### config.mk
export PLATFORM = sky130hd
export DESIGN_NAME = instr_fetch_unit
export DESIGN_NICKNAME = d
export VERILOG_FILES = /design/src/rtl/instr_fetch_unit.sv
export SDC_FILE = /design/constraint.sdc
export NUM_CORES = 1
export LEC_CHECK = 0
export BUFFER_PORTS_ARGS = -buffer_cell sky130_fd_sc_hd__buf_2
export CELL_PAD_IN_SITES_DETAIL_PLACEMENT = 1
export CELL_PAD_IN_SITES_GLOBAL_PLACEMENT = 1
export CORE_MARGIN = 3
export CORE_UTILIZATION = 54
export CTS_BUF_LIST = sky130_fd_sc_hd__clkbuf_2
export CTS_CLUSTER_SIZE = 10
export DETAILED_ROUTE_END_ITERATION = 12
export PLACE_DENSITY_LB_ADDON = 0.1
export SLEW_MARGIN = 20
export SYNTH_ARGS = -nofsm -noshare
export SYNTH_HDL_FRONTEND = slang
export SYNTH_SLANG_ARGS = --single-unit
### constraint.sdc
create_clock -name clk -period 7.7 [get_ports clk]
set_input_delay 0.385 -clock clk [delete_from_list [all_inputs] [get_ports clk]]
set_output_delay 0.385 -clock clk [all_outputs]
set_load 0.01 [all_outputs]
### src/rtl/instr_fetch_unit.sv
// Instruction fetch unit: owns the fetch PC, reads instruction memory and buffers
// {pc, instr} pairs in a small FIFO for decode. Handles redirect flush and halt.
module instr_fetch_unit #(
  parameter logic [31:0] RESET_PC   = 32'h0000_0000,
  parameter int          FIFO_DEPTH = 4
) (
  input  logic                          clk,
  input  logic                          rst,
  output logic [31:0]                   imem_addr,
  input  logic [31:0]                   imem_instr,
  input  logic                          redirect_valid,
  input  logic [31:0]                   redirect_pc,
  input  logic                          halt_req,
  output logic                          if_valid,
  input  logic                          if_ready,
  output logic [31:0]                   if_instr,
  output logic [31:0]                   if_pc,
  output logic [$clog2(FIFO_DEPTH):0]   fifo_count,
  output logic                          misalign_pulse
);

  localparam int PW = $clog2(FIFO_DEPTH);
  localparam int CW = PW + 1;

  typedef enum logic [1:0] {
    BOOT,
    RUN,
    HALTED
  } state_t;

  state_t         state;
  logic [31:0]    fetch_pc;
  logic [31:0]    pc_mem    [FIFO_DEPTH];
  logic [31:0]    instr_mem [FIFO_DEPTH];
  logic [PW-1:0]  wr_ptr;
  logic [PW-1:0]  rd_ptr;
  logic [CW-1:0]  count;
  logic           full;
  logic           push;
  logic           pop;

  // Full is judged on the occupancy at cycle start, so a same-cycle pop never frees a slot.
  assign full = (count == CW'(FIFO_DEPTH));
  assign push = (state == RUN) && !halt_req && !redirect_valid && !full;
  assign pop  = (count != '0) && if_ready && !redirect_valid;

  // NOTE: sequential state uses non-blocking (<=) so every register samples pre-edge values.
  always_ff @(posedge clk) begin
    if (rst) begin
      state          <= BOOT;
      fetch_pc       <= RESET_PC;
      wr_ptr         <= '0;
      rd_ptr         <= '0;
      count          <= '0;
      misalign_pulse <= 1'b0;
    end else begin
      misalign_pulse <= redirect_valid && (redirect_pc[1:0] != 2'b00);
      if (redirect_valid) begin
        state    <= RUN;
        fetch_pc <= {redirect_pc[31:2], 2'b00};
        wr_ptr   <= '0;
        rd_ptr   <= '0;
        count    <= '0;
      end else begin
        unique case (state)
          BOOT:    state <= RUN;
          RUN:     if (halt_req)  state <= HALTED;
          HALTED:  if (!halt_req) state <= RUN;
          default: state <= BOOT;
        endcase
        if (push) begin
          fetch_pc <= fetch_pc + 32'd4;
          wr_ptr   <= wr_ptr + PW'(1);
        end
        if (pop) rd_ptr <= rd_ptr + PW'(1);
        unique case ({push, pop})
          2'b10:   count <= count + CW'(1);
          2'b01:   count <= count - CW'(1);
          default: count <= count;
        endcase
      end
    end
  end

  // NOTE: the storage array carries no reset; occupancy and pointers alone define validity.
  always_ff @(posedge clk) begin
    if (!rst && push) begin
      pc_mem[wr_ptr]    <= fetch_pc;
      instr_mem[wr_ptr] <= imem_instr;
    end
  end

  assign imem_addr  = fetch_pc;
  assign fifo_count = count;
  assign if_valid   = (count != '0);
  assign if_pc      = if_valid ? pc_mem[rd_ptr]    : 32'h0;
  assign if_instr   = if_valid ? instr_mem[rd_ptr] : 32'h0;

endmodule

==> flow_summary.toml <==
[place]
io_buffers = 165
gp_congestion = 0.7869
dpl.hpwl_mm = 17.57
dpl_cell_area_um2 = 12910

[worst_setup_path]
worstSetupPathType = "reg -> out"
critical_path.slowest_cell = "buf_4"
critPathRequiredTime_ps = 7320
worstPathMaxFanout = 47
startpoint_type = "flip-flop"
critPathArrivalTime_ps = 3240
regToRegSetupSlack_ps = 4860
setup.worst_path.end_class = "output port"
crit_chain = "buf_4 -> mux4_2 -> and2_1 -> buf_2"
path_buf_inv = 2
max_stage_delay_ps = 810
cp_top_family = "buffers and inverters"

[logic_synthesis]
synth_flop_cell = "edfxtp_1"
synth_edf_count = 248
yosys.area.top_type = "edfxtp_1"
ys_seq_elements = 290
yosysSeqAreaShare_pct = 69.55
yosysTopAreaCellShare_pct = 62.49
synth_cells = 695
synth-warning-count = 0
synth_most_common_cell = "edfxtp_1"
synth_area_leaders = "edfxtp_1, mux4_2, dfxtp_1"
async_flop_share_pct = 0
synth_area_um2 = 11920
ys_types = 57
yosys-top-cells-count = "edfxtp_1, and2_1, mux4_2, dfxtp_1, nor2_1"
synth.avg_cell_area_um2 = 17.15

[timing]
post-route-period-util_pct = 47.06
setup_viol = 0
clock_skew_ps = 60.55
hold_violations = 0
drv_slew = 0
tns_ps = 0
slew_headroom_pct = 30.96
tightest_slew_ps = 1036
rsz0062_at_grt = "no"
period_minus_slack_ps = 3623
max_freq_mhz = 276.0

[clocking]
clkLatencyLatePin_ps = 830
cts-buffers-inserted = 74
clkTransAtPathRegs_ps = 100
cts-root-buf = "clkbuf_2"
cts_buffer_depth = 3
cts.sinks = 290
h-tree-depth = 3
cts_resized = 0
hold_buffers = 65
post_cts_buffers = 0
tritoncts = "yes"

[pwr]
power-per-cell-area_nw_per_um2 = 209.1
intPower_w = 0.002228
seqPwrFrac_pct = 59.0
p_leak_nw = 5.159
p_switching_w = 0.0007494
finalPower_w = 0.002978
pwr-share-comb_pct = 5.0
p_sw_share_pct = 25.17
clockPowerShare_pct = 36.0
irDropWorstVdd_mv = 0.2129

[drt]
antenna_left = 0
drc = 0
first_pass_iters = 5
via_per_inst = 5.881
first_iter_violations = 474
wl_mm = 31.41
wl_per_cell_um = 24.31
vias = 7598

[finish]
finish.utilization_pct = 66.68
area_growth_pct = 19.49
nNetsFinal = 1039
design_area_um2 = 14240
drive_gt1_share_pct = 35.63

[floorplan]
die_area_um2 = 23890
die_x_um = 154.6
start_util_pct = 55.81
rows = 53
pin_count = 170
die_h_um = 154.6
design.core.area_um2 = 21350

[worst_hold_path]
worstHoldPathType = "in -> reg"

[grt]
grt_pass1_wl_mm = 48.90
grt_pass1_vias = 8448
grt_usage_pct = 26.80
grt_overflow = 0
antenna_found_initial = 1
grt_start_max_net_pins = 66

[status]
run_status = "finished clean"

[run]
drv_cap = 0
==> stage by stage <==
step / std cells / hold slack, ps / setup slack (ps)
6_report: 1292 / 68.89 / 4077
5_1_grt: 1292 / 12.44 / 3787
4_1_cts: 1291 / 0.9162 / 3929
3_5_place_dp: 1097 / 497.4 / 4097
3_3_place_gp: 1097 / 478.8 / 4321
2_1_floorplan: 698 / 469.2 / 4548
==> worst register-to-register path, cell delays in order (launching register included) <==
cell	delay (ps)
dfxtp_1	420
or3b_1	430
nor3_2	620
and2_4	970
==> layout by cell type (no fill, tap or decap), types with 5 or more instances in the layout <==
cell type	netlist	layout
a21oi_1	5	5
o21ai_0	7	7
mux4_2	62	62
a211oi_1	7	7
inv_1	14	14
clkinv_1	0	17
buf_2	12	165
edfxtp_1	248	248
nand2_1	19	19
and4_1	11	11
o211ai_1	5	5
clkbuf_2	0	106
nor2_1	31	31
and2_1	72	68
nand3_1	8	8
a311oi_1	11	11
dfxtp_1	42	40
dlygate4sd3_1	0	65
and3_1	8	8
xor2_1	6	6
or3_1	8	7
xnor2_1	5	5
ha_1	6	6
nand4_1	12	12
==> sequential cells by signal, summed over array words and instances, names as in the netlist, named ones only <==
name            flops
fifo_count          3
imem_addr          30
instr_mem         128
misalign_pulse      1
pc_mem            120
rd_ptr              2
state               2
wr_ptr              2
==> metal layers <==
| layer | wire length (um) | up-vias | global-route usage (%) |
|---|---|---|---|
| li1 | - | 3336 | - |
| met3 | 1915 | 67 | 5.848 |
| met5 | 0 | - | 0 |
| met1 | 12470 | 3877 | 33.98 |
| met4 | 845 | 0 | 9.378 |
| met2 | 16180 | 318 | 46.09 |
==> path summary, 6_finish.rpt <==
check	start	to	cells after the start
max	flip-flop	if_pc[21]	4
min	if_ready	flip-flop	4
max reg2reg	state[0]	instr_mem[1][11]	3
min reg2reg	wr_ptr[1]	wr_ptr[1]	2
==> power by group through the flow <==
stage / clock network [W] / registers, W / logic, W
floorplan: 0 / 0.00178 / 0.0000585
global placement: 0 / 0.00179 / 0.000114
detailed placement: 0 / 0.00179 / 0.000121
CTS: 0.00108 / 0.00175 / 0.000147
global route: 0.00118 / 0.00176 / 0.000162
finish: 0.00107 / 0.00176 / 0.000149
==> kinds of logic (layout without fill, tap and decap cells) <==
kind of cell	after synthesis	after routing	share of synthesized area [%]
flip-flops	290	290	69.55
AND/OR/NAND/NOR	200	200	10.18
AO/OA/AOI/OAI	65	65	4.400
multiplexers	62	62	11.72
buffers and inverters	58	376	2.425
XOR/XNOR	11	11	0.8085
adder cells (fa/ha/maj)	8	8	0.8820
other	1	5	0.03147
==> area by class of cell <==
class	count	area, um2
flip-flops and latches	290	8295
fillers	2010	7114
multi-input cells	350	3371
repair buffers	233	1499
clock buffers	106	530.5
well taps	275	344.1
clock inverters	23	143.9
inverters	14	52.55
diodes	1	2.502
Note: power is estimated with default switching activity, not from simulation.
